$ cat config.mk
export PLATFORM = sky130hd
export DESIGN_NAME = frame_reader_flat
export DESIGN_NICKNAME = d
export VERILOG_FILES = /design/src/rtl/ray_pkg.sv /design/src/rtl/frame_reader_if.sv /design/src/rtl/pixel_fifo.sv /design/src/rtl/frame_reader.sv /design/src/flat_wrapper.sv
export SDC_FILE = /design/constraint.sdc
export NUM_CORES = 1
export LEC_CHECK = 0
export CORE_ASPECT_RATIO = 0.75
export CORE_MARGIN = 2
export CORE_UTILIZATION = 60
export DETAILED_ROUTE_END_ITERATION = 10
export HOLD_SLACK_MARGIN = 0.15
export PLACE_DENSITY = 0.8
export SYNTH_ARGS = -nofsm -noshare
export SYNTH_HDL_FRONTEND = slang
export SYNTH_HIERARCHICAL = 1
export SYNTH_SLANG_ARGS = --single-unit
$ cat constraint.sdc
create_clock -name clock -period 7.3 [get_ports clock]
set_clock_uncertainty 0.1 [all_clocks]
set_input_delay 0.73 -clock clock [delete_from_list [all_inputs] [get_ports clock]]
set_output_delay 0.73 -clock clock [all_outputs]
set_load 0.02 [all_outputs]
$ cat src/rtl/ray_pkg.sv
// Shared types for the frame reader: pixel word, reader FSM states, dimension width.
package ray_pkg;
  localparam int PIXEL_WIDTH = 24;
  localparam int DIM_WIDTH   = 12;

  typedef logic [PIXEL_WIDTH-1:0] pixel_t;
  typedef enum logic [1:0] {IDLE, FETCH, FLUSH} reader_state_t;
endpackage

$ cat src/rtl/frame_reader_if.sv
// Read-request bus plus raster pixel stream of the frame reader.
interface frame_reader_if #(
  parameter int DATA_WIDTH    = 24,
  parameter int ADDRESS_WIDTH = 32
);
  logic [ADDRESS_WIDTH-1:0] readAddress;
  logic                     readValid;
  logic                     readReady;
  logic [DATA_WIDTH-1:0]    readData;
  logic                     readDataValid;
  logic [DATA_WIDTH-1:0]    pixelData;
  logic                     pixelValid;
  logic                     pixelReady;
  logic                     pixelSof;
  logic                     pixelEol;
  logic                     pixelEof;

  modport master (
    output readAddress, readValid, pixelData, pixelValid, pixelSof, pixelEol, pixelEof,
    input  readReady, readData, readDataValid, pixelReady
  );
  modport slave (
    input  readAddress, readValid, pixelData, pixelValid, pixelSof, pixelEol, pixelEof,
    output readReady, readData, readDataValid, pixelReady
  );
endinterface

$ cat src/rtl/pixel_fifo.sv
// Response buffer: synchronous FIFO with combinational head read and a clear that wins over push/pop.
module pixel_fifo #(
  parameter int DATA_WIDTH = 24,
  parameter int FIFO_DEPTH = 16
) (
  input  logic                        clock,
  input  logic                        reset,
  input  logic                        push,
  input  logic                        pop,
  input  logic                        clear,
  input  logic [DATA_WIDTH-1:0]       data,
  output logic [$clog2(FIFO_DEPTH):0] count,
  output logic                        empty,
  output logic                        full,
  output logic [DATA_WIDTH-1:0]       head
);
  localparam int AW = $clog2(FIFO_DEPTH);

  logic [DATA_WIDTH-1:0] mem [FIFO_DEPTH];
  logic [AW-1:0]         wr_ptr, rd_ptr;
  logic                  do_push, do_pop;

  assign empty   = (count == '0);
  assign full    = (count == (AW+1)'(FIFO_DEPTH));
  assign do_push = push && !full && !clear;
  assign do_pop  = pop && !empty && !clear;
  assign head    = mem[rd_ptr];

  always_ff @(posedge clock or negedge reset) begin
    if (!reset) begin
      wr_ptr <= '0;
      rd_ptr <= '0;
      count  <= '0;
    end else if (clear) begin
      wr_ptr <= '0;
      rd_ptr <= '0;
      count  <= '0;
    end else begin
      if (do_push) wr_ptr <= wr_ptr + 1'b1;
      if (do_pop)  rd_ptr <= rd_ptr + 1'b1;
      count <= count + (AW+1)'(do_push) - (AW+1)'(do_pop);
    end
  end

  always_ff @(posedge clock) begin
    if (do_push) mem[wr_ptr] <= data;
  end
endmodule

$ cat src/rtl/frame_reader.sv
// Reads a width*height frame from word-addressed memory and streams it in raster order.
// Define FRAME_READER_LOOP_EN to rerun the latched frame continuously until flush.
module frame_reader import ray_pkg::*; #(
  parameter int DATA_WIDTH    = 24,
  parameter int ADDRESS_WIDTH = 32,
  parameter int FIFO_DEPTH    = 16
) (
  input  logic                     clock,
  input  logic                     reset,
  input  logic                     start,
  input  logic                     flush,
  input  logic [ADDRESS_WIDTH-1:0] frameAddress,
  input  logic [DIM_WIDTH-1:0]     width,
  input  logic [DIM_WIDTH-1:0]     height,
  output logic                     ready,
  output logic                     busy,
  output logic                     done,
  frame_reader_if.master           bus
);
  localparam int CW = $clog2(FIFO_DEPTH) + 1;
  localparam int TW = 2 * DIM_WIDTH;

  reader_state_t            state, state_nx;
  logic [ADDRESS_WIDTH-1:0] base;
  logic [DIM_WIDTH-1:0]     w, h, x, y;
  logic [TW-1:0]            total, req_idx, req_next;
  logic [CW-1:0]            in_flight, fifo_count;
  logic [DATA_WIDTH-1:0]    head;
  logic fifo_empty, fifo_full, fifo_clear, fifo_push;
  logic start_ok, zero, accept, resp_dec, pop, last_x, last_y, eof_pop, more, credit;

  assign start_ok   = start && (state == IDLE);
  assign zero       = (width == '0) || (height == '0);
  assign accept     = bus.readValid && bus.readReady;
  assign pop        = bus.pixelValid && bus.pixelReady;
  assign resp_dec   = bus.readDataValid && (in_flight != '0);
  assign last_x     = (x == w - 1'b1);
  assign last_y     = (y == h - 1'b1);
  assign eof_pop    = pop && last_x && last_y && !flush;
  assign fifo_clear = ((state == FETCH) && flush) || start_ok;
  assign fifo_push  = bus.readDataValid && (state == FETCH) && !flush;

`ifdef FRAME_READER_LOOP_EN
  assign more     = 1'b1;
  assign req_next = (req_idx == total - 1'b1) ? '0 : req_idx + 1'b1;
`else
  assign more     = (req_idx < total);
  assign req_next = req_idx + 1'b1;
`endif

  // Outstanding reads plus buffered pixels never exceed the FIFO, so responses always fit.
  assign credit = ({1'b0, in_flight} + {1'b0, fifo_count}) < (CW+1)'(FIFO_DEPTH);

  assign bus.readValid   = (state == FETCH) && more && credit && !fifo_full;
  assign bus.readAddress = base + ADDRESS_WIDTH'(req_idx);
  assign bus.pixelValid  = (state == FETCH) && !fifo_empty;
  assign bus.pixelData   = head;
  assign bus.pixelSof    = (x == '0) && (y == '0);
  assign bus.pixelEol    = last_x;
  assign bus.pixelEof    = last_x && last_y;
  assign ready           = (state == IDLE);
  assign busy            = (state != IDLE);

  always_ff @(posedge clock or negedge reset) begin
    if (!reset) state <= IDLE;
    else        state <= state_nx;
  end

  always_comb begin
    state_nx = state;
    case (state)
      IDLE:  if (start_ok && !zero) state_nx = FETCH;
`ifdef FRAME_READER_LOOP_EN
      FETCH: if (flush) state_nx = FLUSH;
`else
      FETCH: if (flush) state_nx = FLUSH;
             else if (eof_pop) state_nx = IDLE;
`endif
      FLUSH: if (in_flight == '0) state_nx = IDLE;
      default: state_nx = IDLE;
    endcase
  end

  always_ff @(posedge clock or negedge reset) begin
    if (!reset) begin
      base      <= '0;
      w         <= '0;
      h         <= '0;
      total     <= '0;
      req_idx   <= '0;
      in_flight <= '0;
      x         <= '0;
      y         <= '0;
      done      <= 1'b0;
    end else begin
      done <= (start_ok && zero) || ((state == FETCH) && eof_pop);
      if (start_ok) begin
        base    <= frameAddress;
        w       <= width;
        h       <= height;
        total   <= TW'(width) * TW'(height);
        req_idx <= '0;
        x       <= '0;
        y       <= '0;
      end else begin
        if (accept) req_idx <= req_next;
        if (pop && !flush) begin
          x <= last_x ? '0 : x + 1'b1;
          if (last_x) y <= last_y ? '0 : y + 1'b1;
        end
      end
      if (accept && !resp_dec)      in_flight <= in_flight + 1'b1;
      else if (!accept && resp_dec) in_flight <= in_flight - 1'b1;
    end
  end

  pixel_fifo #(.DATA_WIDTH(DATA_WIDTH), .FIFO_DEPTH(FIFO_DEPTH)) u_fifo (
    .clock (clock),
    .reset (reset),
    .push  (fifo_push),
    .pop   (pop),
    .clear (fifo_clear),
    .data  (bus.readData),
    .count (fifo_count),
    .empty (fifo_empty),
    .full  (fifo_full),
    .head  (head)
  );
endmodule

$ cat src/flat_wrapper.sv
// flat-port wrapper written by rule: the top's interface ports become plain ports
module frame_reader_flat import ray_pkg::*;
#(
  parameter int DATA_WIDTH    = 24,
  parameter int ADDRESS_WIDTH = 32,
  parameter int FIFO_DEPTH    = 16
)
  (clock, reset, start, flush, frameAddress, width, height, ready, busy, done, bus_readAddress, bus_readValid, bus_pixelData, bus_pixelValid, bus_pixelSof, bus_pixelEol, bus_pixelEof, bus_readReady, bus_readData, bus_readDataValid, bus_pixelReady);
  frame_reader_if #(.DATA_WIDTH(DATA_WIDTH), .ADDRESS_WIDTH(ADDRESS_WIDTH)) bus_i ();
  input  logic clock;
  input  logic reset;
  input  logic start;
  input  logic flush;
  input  logic [ADDRESS_WIDTH-1:0] frameAddress;
  input  logic [DIM_WIDTH-1:0] width;
  input  logic [DIM_WIDTH-1:0] height;
  output logic ready;
  output logic busy;
  output logic done;
  output wire logic [$bits(bus_i.readAddress)-1:0] bus_readAddress;
  output wire logic [$bits(bus_i.readValid)-1:0] bus_readValid;
  output wire logic [$bits(bus_i.pixelData)-1:0] bus_pixelData;
  output wire logic [$bits(bus_i.pixelValid)-1:0] bus_pixelValid;
  output wire logic [$bits(bus_i.pixelSof)-1:0] bus_pixelSof;
  output wire logic [$bits(bus_i.pixelEol)-1:0] bus_pixelEol;
  output wire logic [$bits(bus_i.pixelEof)-1:0] bus_pixelEof;
  input wire logic [$bits(bus_i.readReady)-1:0] bus_readReady;
  input wire logic [$bits(bus_i.readData)-1:0] bus_readData;
  input wire logic [$bits(bus_i.readDataValid)-1:0] bus_readDataValid;
  input wire logic [$bits(bus_i.pixelReady)-1:0] bus_pixelReady;
  assign bus_readAddress = bus_i.readAddress;
  assign bus_readValid = bus_i.readValid;
  assign bus_pixelData = bus_i.pixelData;
  assign bus_pixelValid = bus_i.pixelValid;
  assign bus_pixelSof = bus_i.pixelSof;
  assign bus_pixelEol = bus_i.pixelEol;
  assign bus_pixelEof = bus_i.pixelEof;
  assign bus_i.readReady = bus_readReady;
  assign bus_i.readData = bus_readData;
  assign bus_i.readDataValid = bus_readDataValid;
  assign bus_i.pixelReady = bus_pixelReady;
  frame_reader #(.DATA_WIDTH(DATA_WIDTH), .ADDRESS_WIDTH(ADDRESS_WIDTH), .FIFO_DEPTH(FIFO_DEPTH)) u_core (.clock(clock), .reset(reset), .start(start), .flush(flush), .frameAddress(frameAddress), .width(width), .height(height), .ready(ready), .busy(busy), .done(done), .bus(bus_i));
endmodule
* Word level (Yosys, flattened, before mapping)
Memory sizes are Yosys's and may differ from the RTL's. Index checks and enable logic that the tools add are counted. W data, S select, Z words.
Storage, ports and cells: flip-flop bits (word level) 149, latch bits 0, bits in writable memories 384, ROM bits 0, input bits 87, output and inout bits 64, word-level logic and storage cells 114, memories kept 1
Memories:
- u_core.u_fifo.mem | words 16, width 24, read ports 1, clocked after memory_dff 0, write ports 1, line pixel_fifo.sv:19 | logic [DATA_WIDTH-1:0] mem [FIFO_DEPTH];
Cells by class: add/subtract/negate cells 13, multipliers 1, divide/modulo/power cells 0, magnitude comparators 2, equality and inequality tests 8, shift operators 0, muxes and demuxes 23, bitwise operators 0, reductions and logical operators 53
Operators with widths (count):
- $mux W12 | 7
- $logic_not A12 Y1 | 4
- $mux W24 | 2
- $add A32 B24 Y32 | 1
- $logic_and A1 B1 Y1 | 26
- $add A12 B1 Y12 const B | 2
- $add A24 B1 Y24 const B | 1
- $eq A12 B12 Y1 | 2
- $lt A24 B24 Y1 | 1
- $mul A12 B12 Y24 | 1
- $sub A12 B1 Y12 const B | 2
- $mux W4 | 4
- $mux W5 | 3
- $reduce_bool A2 Y1 | 7
- $logic_not A5 Y1 | 2
- $add A4 B1 Y4 const B | 2
- $mux W2 | 4
- $logic_not A1 Y1 | 7
- $add A5 B5 Y6 | 1
- $lt A6 B5 Y1 const B | 1
- $pmux W2 S3 | 1
- $add A5 B1 Y5 | 1
- $add A5 B1 Y5 const B | 1
- $eq A5 B5 Y1 const B | 1
- other kinds (12) | 16

* Longest topological paths before layout
Gate-level depths: netlist of run 1.
depth after elaboration 10, depth in mapped cells 21, depth with buffers taken out 20

* Modules after synthesis
Netlist of run 1, hierarchy kept.
By module, submodules not included:
- pixel_fifo | instances 1, cells each 798, area an instance 15752.6 um^2
- frame_reader | instances 1, cells each 1584, area an instance 13365.3 um^2

* Least setup slack after synthesis of run 1
OpenSTA, ideal clock, no wires.
path kind input to register, from input port height[5], to register u_core.total[23], arrival 5.645 ns, data required time 7.070 ns, setup slack 1.424 ns, stages on the path 19, buffers on the path 1, path through clkbuf_1 nand2_1 fa_1 inv_1 fa_1 fa_1 fa_1 inv_1 fa_1 inv_1 ha_1 a21o_1 a21o_1 a31oi_1 o221ai_1 a41oi_1 mux2_2 a21oi_1 o21ai_0
On the way: word-level cells in the longest chain between the ends 1
RTL lines:
- start: declaration | line flat_wrapper.sv:16 | input logic [DIM_WIDTH-1:0] height;
- $mul A12 B12 Y24 | line frame_reader.sv:101 | total <= TW'(width) * TW'(height);
- end signal: assignment | line frame_reader.sv:101
- end: declaration | line frame_reader.sv:26 | logic [TW-1:0] total, req_idx, req_next;
No other way between the ends. A chain may end at the register's enable or synchronous reset.

* Worst setup path after layout of run 1
from input port width[5], to register u_core.total[23]
On the way: word-level cells in the longest chain between the ends 1
RTL lines:
- start: declaration | line flat_wrapper.sv:15 | input logic [DIM_WIDTH-1:0] width;
- $mul A12 B12 Y24 | line frame_reader.sv:101
No other way between the ends.

==> impl_metrics.ini, run 1 <==
[outcome]
outcome = completed

[die]
fp.dieH_um = 194.8
rows = 69
io_pins = 151
die_w_um = 258.4
core_area_sq_mm = 0.04766
initial_utilization_pct = 61.10
die_area_sq_mm = 0.05033

[sta]
setup-tns-final_ns = 0
rsz0062_at_grt = no
fmax_ghz = 0.1567
whs_ns = 0.3875
report.final.slew_viol_count = 0
finalSetupViolations = 0
slew-limit-headroom_pct = 32.50
finalCritPeriodShare_pct = 87.42
finalHoldViolations = 0
period_needed_ns = 6.382
worstMarginPinSlew_ns = 1.013

[routing]
ant_nets = 0
dr.pass1.iters = 5
drc = 0
wire_per_inst_um = 21.12
totalWireLength_um = 67490
viasPerCell = 6.000
drt_iter0_drc = 1766
vias = 19180

[finish]
instances_no_fill = 3196
fin_nets = 2839
drive_gt1_share_pct = 8.529
syn2layout_area_growth_pct = 12.56
postLayoutCoreUtil_pct = 68.77

[logic_synthesis]
yosysWarnings = 6
ys_async_sr_fraction_pct = 27.95
ys_types = 84
netlist_area_sq_mm = 0.02912
yosysTopAreaCell = edfxtp_1
netlist_top_cells_area = edfxtp_1, dfrtp_1, fa_1, ha_1, nand2_1
synthCells = 2382
synth_seq_cells = 533
synthTopCellsByCount = edfxtp_1, nand2_1, inv_1
synth_most_common_cell = edfxtp_1
syn-num-nets = 2707
synth-edff-count = 384
ys.flop_type = edfxtp_1
ys_seq_area_share_pct = 52.41
yosys.area.top_type_share_pct = 39.60
synth_area_per_cell_sq_um = 12.22

[power]
vdd_drop_max_mv = 0.2696
clockPowerShare_pct = 24.2
seq_power_share_pct = 36.1
power.share.switching_pct = 35.87
power_density_mw_per_mm2 = 323.9
pwr-share-comb_pct = 39.8
p_sw_mw = 3.808
p_leak_nw = 13.07
p_int_mw = 6.808

[clock_network]
clock_latency_ns = 0.58
cts_buffers = 50
cts_buffer_depth = 3
clock_sinks = 533
cts_root_buf = clkbuf_16
cts_tree = yes
htreeDepth = 2
clk_pin_slew_ns = 0.06

[worst_setup_path]
crit_path_frequent_cell = fa_1
worstPathArrival_ns = 6.71
worstSetupEndpointType = register
cpPeakStageDelay_ns = 0.85
crit_buf_inv = 3
required_ns = 7.62
cp_cell_sequence = clkdlybuf4s50_1 > and2_1 > fa_1 > fa_1 > fa_1 > fa_1 > inv_1 > fa_1 > inv_1 > ha_1 > a21o_1 > a21o_1 > a31oi_1 > o221ai_1 > a41oi_1 > mux2_2 > a21oi_1 > o21ai_0
critPathKind = in -> reg
crit_family = adder cells
cp_max_fo = 14
worst_setup_path_start_kind = primary input
slowest_stage = clkdlybuf4s50_1

[global_routing]
grt_pass1_wl_um = 108800
first_global_vias = 19540
antenna_found_initial = 1
grt_max_degree = 87
grt.total_usage_pct = 27.61
grt-ovfl-total = 0

[run]
maxCapViolCount = 0

[placed_design]
hpwl_um = 44650
gp_congestion = 0.9335
dp.cells = 3100
io_buffer_count = 150

[worst_hold_path]
min_path_type = reg -> reg
state kept, by name, indices dropped and copies added (netlist names), 5 cells and up:
register	flops
u_core/in_flight	5
u_core/w	12
u_core/y	12
u_core/total	24
u_core/u_fifo/count	5
u_core/h	12
u_core/u_fifo/mem	384
u_core/base	32
u_core/x	12
u_core/req_idx	24
placed cells by master (no fill, tap or decap), types with 6 or more instances in the layout:
cell / synthesis / routed
inv_1: 201 / 201
nand2_1: 359 / 358
mux4_2: 48 / 48
o21ai_0: 90 / 90
nor3b_1: 6 / 6
a221oi_2: 18 / 18
nor2_1: 91 / 79
a31oi_1: 15 / 15
dfrtp_1: 149 / 147
or3_1: 9 / 9
nor2b_1: 13 / 13
nor2_2: 1 / 13
mux2i_1: 97 / 97
clkdlybuf4s50_1: 0 / 149
ha_1: 135 / 135
a221oi_1: 31 / 31
xor2_1: 46 / 46
nand2b_1: 18 / 18
nor4_1: 17 / 17
a211oi_1: 9 / 9
clkinv_1: 0 / 13
a22oi_1: 24 / 24
a21oi_1: 59 / 59
clkinv_2: 0 / 12
o211ai_1: 6 / 6
edfxtp_1: 384 / 384
a21boi_0: 6 / 6
fa_1: 103 / 103
a21o_1: 28 / 28
clkbuf_1: 64 / 9
clkbuf_16: 0 / 51
nand4_1: 21 / 21
nor3_1: 31 / 27
nand3_1: 31 / 31
and3_1: 16 / 16
buf_4: 5 / 36
xnor2_1: 61 / 61
and2_1: 62 / 61
final cells by class:
type                            instances  area [sq um]
Sequential cell                       533         15260
Timing Repair Buffer                  188          1803
Clock inverter                         34         304.0
Antenna cell                            1         2.502
Clock buffer                           60          1310
Multi-Input combinational cell       1540         12540
Inverter                              201         754.5
Tap cell                              639         799.5
Fill cell                            3317         14880
stage by stage:
stage                     instance area, sq um  worst slack, ns  total power [mW]
after floorplan                          29120            1.424             6.837
after global placement                   31150           0.4914             7.900
after detailed placement                 31150           0.3804             8.039
after CTS                                32770           0.9906             10.63
after global routing                     32770           0.6752             11.29
final                                    32770           0.9180             10.62
worst min-delay path, stage by stage, from the launching register on:
cell     delay (ns)
dfrtp_1        0.35
nand2_1        0.05
nand2_1        0.05
power by group through the flow:
stage | clock (mW) | sequential [mW] | combinational [mW]
2_1_floorplan | 0 | 3.76 | 3.08
3_3_place_gp | 0 | 3.87 | 4.03
4_1_cts | 2.60 | 3.83 | 4.20
3_5_place_dp | 0 | 3.88 | 4.16
5_1_grt | 2.72 | 3.87 | 4.69
6_report | 2.57 | 3.83 | 4.22
layer usage:
metal	routed length (um)	track usage, %	share of wire (%)	up-vias
met2	30610	41.88	45	768
met5	0	0	0	-
met1	30490	42.19	45	9561
met3	4838	4.030	7.2	109
met4	1548	7.022	2.3	0
li1	-	-	-	8737
kinds of logic after synthesis:
group	Yosys count	synth area share, %
simple gates	708	11.44
flops	533	52.41
compound gates	337	8.078
buf+inv	309	4.731
fa+ha+maj	238	12.88
mux	150	7.240
xor+xnor	107	3.218
path summary, 6_finish.rpt:
check	start	to	slack, ns	cells past startpoint
max reg2reg	u_core/u_fifo/count[1]	u_core/in_flight[4]	2.76	15
min reg2reg	u_core/total[0]	u_core/total[0]	0.39	2
max	width[5]	u_core/total[23]	0.92	18
min	u_core/total[0]	u_core/total[0]	0.39	2
max in group asynchronous	reset	u_core/u_fifo/rd_ptr[0]	5.00	3
min in group asynchronous	reset	u_core/base[13]	0.67	2
repair_timing:
item / CTS / global route
gates resized for setup: 0 / 0
setup buffers: 0 / 0
hold buffers: 1 / 0
hold endpoints to repair: 55 / 0
Note: power is estimated with default switching activity, not from simulation.
==> inputs of run 2 (changes only) <==
--- a/config.mk
+++ b/config.mk
@@ -7,10 +7,10 @@
 export LEC_CHECK = 0
 export CORE_ASPECT_RATIO = 0.75
 export CORE_MARGIN = 2
-export CORE_UTILIZATION = 60
+export CORE_UTILIZATION = 50
 export DETAILED_ROUTE_END_ITERATION = 10
 export HOLD_SLACK_MARGIN = 0.15
-export PLACE_DENSITY = 0.8
+export PLACE_DENSITY = 0.68
 export SYNTH_ARGS = -nofsm -noshare
 export SYNTH_HDL_FRONTEND = slang
 export SYNTH_HIERARCHICAL = 1
==> constraint.sdc (replaced) <==
create_clock -name clock -period 7.2 [get_ports clock]
set_clock_uncertainty 0.1 [all_clocks]
set_input_delay 0.72 -clock clock [delete_from_list [all_inputs] [get_ports clock]]
set_output_delay 0.72 -clock clock [all_outputs]
set_load 0.02 [all_outputs]
==> run 2 against run 1 <==
- sequential share of layout area down 0.58 points
- clock power increased by 7.8%
- highest routed layer is now met5
- critical path depth unchanged
- design area increased by 1.3%
- core utilization down 11 points
- first-iteration DRC count fell by 9.3%
==> impl_metrics.ini, run 2 (same netlist as run 1, synthesis figures left out) <==
[clock_network]
cts_buffers = 52
htreeDepth = 2
clk_pin_slew_ns = 0.06
cts_root_buf = clkbuf_16
clock_sinks = 533
clock_latency_ns = 0.59
cts_buffer_depth = 3
ctsResizeCount = 0
cts_setup_buffers = 0
cts_tree = yes

[global_routing]
grt_max_degree = 82
grt-ovfl-total = 0
grt_pass1_wl_um = 108600
grt.total_usage_pct = 23.39
antenna_found_initial = 3
first_global_vias = 19070

[worst_setup_path]
r2r_cells = 18
crit_path_frequent_cell = fa_1
r2r_start = u_core/u_fifo/count[2]
r2r_setup_slack_ns = 2.88
slowest_stage = clkdlybuf4s50_1
worstPathArrival_ns = 6.56
cp_cell_sequence = clkdlybuf4s50_1 > and2_1 > fa_1 > fa_1 > fa_1 > fa_1 > inv_1 > fa_1 > inv_1 > ha_1 > a21o_1 > a21o_1 > a31oi_1 > o221ai_1 > a41oi_1 > mux2_2 > a21oi_1 > o21ai_0
worst_setup_path_start_kind = primary input
startpoint = height[7]
cpPeakStageDelay_ns = 0.67
r2r-end = u_core/u_fifo/count[4]
required_ns = 7.53
cp_max_fo = 14
endpoint = u_core/total[23]
critPathKind = in -> reg
worstSetupEndpointType = register

[sta]
setup-tns-final_ns = 0
finalHoldViolations = 0
period_needed_ns = 6.234
finalSetupViolations = 0
fmax_ghz = 0.1604
rsz0062_at_grt = no
finalCritPeriodShare_pct = 86.58
report.final.slew_viol_count = 0
slew-limit-headroom_pct = 19.53
worstMarginPinSlew_ns = 1.200
whs_ns = 0.3824

[routing]
viasPerCell = 5.683
wire_per_inst_um = 20.49
ant_nets = 0
totalWireLength_um = 68790
dr.pass1.iters = 5
drc = 0
drt_iter0_drc = 1601
vias = 19080

[die]
fp.dieH_um = 213.0
die_area_sq_mm = 0.06020
rows = 76
die_w_um = 282.7
core_area_sq_mm = 0.05753
io_pins = 151
initial_utilization_pct = 50.61

[placed_design]
io_buffer_count = 150
hpwl_um = 45770
gp_congestion = 0.8707

[finish]
reg_top3 = u_core/u_fifo/mem (384), u_core/base (32)
drive_gt1_share_pct = 9.161
seq_area_sq_mm = 0.01526
mostFrequentLayoutCells = edfxtp_1, nand2_1, inv_1
fin_nets = 2857
largest_reg_flops = 384
top_register = u_core/u_fifo/mem
fillers = 4656
final_common_cell = edfxtp_1
postLayoutCoreUtil_pct = 57.68
syn2layout_area_growth_pct = 13.97
multi_input_area_sq_mm = 0.01254

[run]
maxCapViolCount = 0

[power]
power.total_mw = 10.89
p_leak_nw = 13.19
power_density_mw_per_mm2 = 328.2
vdd_drop_max_mv = 0.2406

[worst_hold_path]
min_path_type = reg -> reg

[outcome]
outcome = completed
[run 2: critical path: cells and delay by family]
kind	cells	cell delay, ns
buf+inv	3	0.78
mux	1	0.35
fa+ha+maj	6	2.99
simple gates	1	0.31
compound gates	7	1.39
[run 2: repair_timing]
item / in CTS / in global routing
hold endpoints to repair: 75 / 0
hold buffers: 1 / 0
endpoints found under the setup margin: 0 / 0
[run 2: worst min path at each step]
stage                     from               to  depth (start not counted)  slack [ns]
2_1_floorplan            reset   u_core/base[0]                          0        0.32
3_3_place_gp   u_core/total[0]  u_core/total[0]                          2        0.36
3_5_place_dp    u_core/base[3]   u_core/base[3]                          2        0.37
4_1_cts        u_core/base[23]  u_core/base[23]                          2        0.39
5_1_grt        u_core/base[23]  u_core/base[23]                          2        0.41
6_report       u_core/base[23]  u_core/base[23]                          2        0.38
[run 2: layout make-up]
cell class / count / share of cell area [%]
clock inverter: 35 / 1.135
inverter: 201 / 2.274
sequential: 533 / 46.00
antenna: 1 / 0.007541
timing repair buffer: 204 / 5.757
tap: 780 / 2.941
clock buffer: 63 / 4.110
multi-input combinational: 1540 / 37.78
[run 2: where the power goes]
group | switching [mW] | internal [mW] | leakage (nW) | total, mW
Clock | 1.16 | 1.61 | 0.837 | 2.77
Sequential | 0.309 | 3.58 | 5.39 | 3.89
Combinational | 2.40 | 1.83 | 6.96 | 4.24
Total | 3.87 | 7.02 | 13.2 | 10.9
[run 2: per-layer routing]
| layer | part of all wire [%] | vias to the layer above | global-route usage [%] |
|---|---|---|---|
| met5 | 0.032 | - | 0 |
| met3 | 5.7 | 74 | 3.545 |
| met2 | 45 | 536 | 35.98 |
| li1 | - | 8778 | - |
| met1 | 48 | 9686 | 35.65 |
| met4 | 1.4 | 4 | 4.269 |
[run 2: per-stage QoR]
step	setup WS [ns]	instances	area, sq um
after detailed placement	0.4051	3257	31430
after global routing	0.5492	3357	33180
final	0.9660	3357	33180
after floorplan	1.334	2382	29120
after CTS	1.024	3356	33180
after global placement	0.4708	3257	31430
==> patch: new RTL, config.mk and constraints of run 1 <==
One comparison of `count` changes from == to >=.
--- a/src/rtl/pixel_fifo.sv
+++ b/src/rtl/pixel_fifo.sv
@@ -21,7 +21,7 @@
   logic                  do_push, do_pop;
 
   assign empty   = (count == '0);
-  assign full    = (count == (AW+1)'(FIFO_DEPTH));
+  assign full    = (count >= (AW+1)'(FIFO_DEPTH));
   assign do_push = push && !full && !clear;
   assign do_pop  = pop && !empty && !clear;
   assign head    = mem[rd_ptr];
Check against the original RTL: no difference found for any inputs over 4 cycles, from zero or initial values and one cycle with reset low; that may be too few to reach the edited logic, so the function may still have changed.
==> patch against run 1 <==
Total power decreased by 0.67%. Synthesized area about the same. Sequential share of layout area unchanged. Critical endpoint unchanged. Setup slack improved by 0.051 ns. Final area unchanged. Die area about the same. Sequential power about the same. Non-clock buffer count decreased by 3. Register-to-register slack about the same. Combinational power decreased by 2%. Core utilization unchanged. Largest power group unchanged. Sequential cell count unchanged. Routed wire length decreased by 0.81%. Count of clock-buffer cells in the layout increased by 7.
==> patch: results (changes against run 1) <==
stage;metric;value;unit;change
global_routing;first-pass GRT wire length;107000;µm;was 109000 µm
synth;Synth Area in Adders;12.9;%;about the same
power;Worst VDD drop;0.246;mV;was 0.270 mV
placed_design;placed instance count;3094;;was 3100
status;outcome;finished clean;;unchanged
layout;fraction of final layout cells sized beyond drive strength 1;8.64;%;was 8.53%
clock_network;clock-pin slew on the worst setup and hold paths;0.08;ns;was 0.06 ns
layout;nets@finish;2833;;was 2839
synth;Synth Net Count;2705;;was 2707
synth;sequential-to-total area share from yosys stat;52.4;%;about the same
clock_network;Clk Latency, worst-skew pair;0.61;ns;was 0.58 ns
synth;Compound-Gate Fraction of Synth Area;8.23;%;was 8.08%
layout;number of fill cells;3267;;was 3317
timing;worst-margin pin slew;1.16;ns;was 1.01 ns
power;leak pwr;13.1;nW;about the same
routing;1st-iter DRT viols;1801;;was 1766
synth;distinct cell type count after synthesis;82;;was 84
routing;vias;19100;;was 19200
synth;most common library cells after synthesis;384 x edfxtp_1, 358 x nand2_1, 200 x inv_1;;was 384 x edfxtp_1, 359 x nand2_1, 201 x inv_1
routing;DRT Wirelength;66900;µm;was 67500 µm
synth;top cells by area, synth;edfxtp_1 40%, dfrtp_1 13%, fa_1 7.1%;;unchanged
layout;Final Non-Filler Cells;3186;;was 3196
placed_design;Detailed Place HPWL;43800;µm;was 44600 µm
global_routing;initial antenna violation count;3;;was 1
synth;post-synthesis mux area share;7.24;%;about the same
critical_path;Worst EP arrival;6.67;ns;was 6.71 ns
synth;XOR/XNOR share of the synthesized area;3.22;%;about the same
synth;count of mapped cells out of synthesis;2380;;was 2382
patch: final timing paths:
check,start,endpoint,slack (ns),depth (start not counted)
min in group asynchronous,reset,u_core/base[14],0.62,2
setup / recovery,height[7],u_core/total[23],0.97,18
hold / removal,u_core/base[5],u_core/base[5],0.38,2
setup reg to reg,u_core/u_fifo/count[1],u_core/in_flight[4],2.76,15
max in group asynchronous,reset,u_core/u_fifo/rd_ptr[0],4.92,3
hold reg to reg,u_core/base[5],u_core/base[5],0.38,2
patch: per-stage QoR:
stage | setup slack (ns) | cell area (µm²) | power [mW] | hold WS (ns)
5_1_grt | 0.648 | 32800 | 11.2 | 0.408
3_5_place_dp | 0.372 | 31100 | 7.94 | 0.363
6_report | 0.969 | 32800 | 10.5 | 0.385
4_1_cts | 1.03 | 32800 | 10.6 | 0.386
3_3_place_gp | 0.455 | 31100 | 7.83 | 0.368
2_1_floorplan | 1.42 | 29100 | 6.79 | 0.334
patch: power by group:
group	total [mW]	internal [mW]	switching [mW]
Sequential	3.82	3.52	0.297
Clock	2.60	1.48	1.11
Combinational	4.13	1.80	2.33
patch: what timing repair did:
| action | CTS | global route |
|---|---|---|
| buffers inserted | 0 | 0 |
| hold buffers | 1 | 0 |
| endpoints found under the hold margin | 72 | 0 |
patch: cell type report:
type / instances / share of cell area (%)
diodes: 2 / 0.0153
clock inverters: 22 / 0.783
repair buffers: 185 / 5.43
clock buffers: 67 / 4.14
flip-flops and latches: 533 / 46.6
well taps: 639 / 2.44
multi-input cells: 1538 / 38.3
inverters: 200 / 2.29
patch: kinds of logic (layout without fill, tap and decap cells):
family,Yosys count,in the layout
other,0,2
buffers and inverters,309,474
AND/OR/NAND/NOR,706,706
flip-flops,533,533
adder cells (fa/ha/maj),238,238
multiplexers,150,150
XOR/XNOR,107,107
AO/OA/AOI/OAI,337,337
patch: critical path: cells and delay by family:
| kind | cells | cell delay, ns |
|---|---|---|
| muxes | 1 | 0.36 |
| adders and majority gates | 6 | 2.97 |
| buffers and inverters | 3 | 0.87 |
| and+or+nand+nor | 1 | 0.36 |
| AOI/OAI and AO/OA | 7 | 1.37 |
patch: per-layer routing:
layer	vias to the layer above	routed length, µm	track usage, %
met4	2	1160	5.97
met5	-	13	0
li1	8714	-	-
met1	9517	30800	42.7
met2	756	29400	39.7
met3	84	5560	5.32
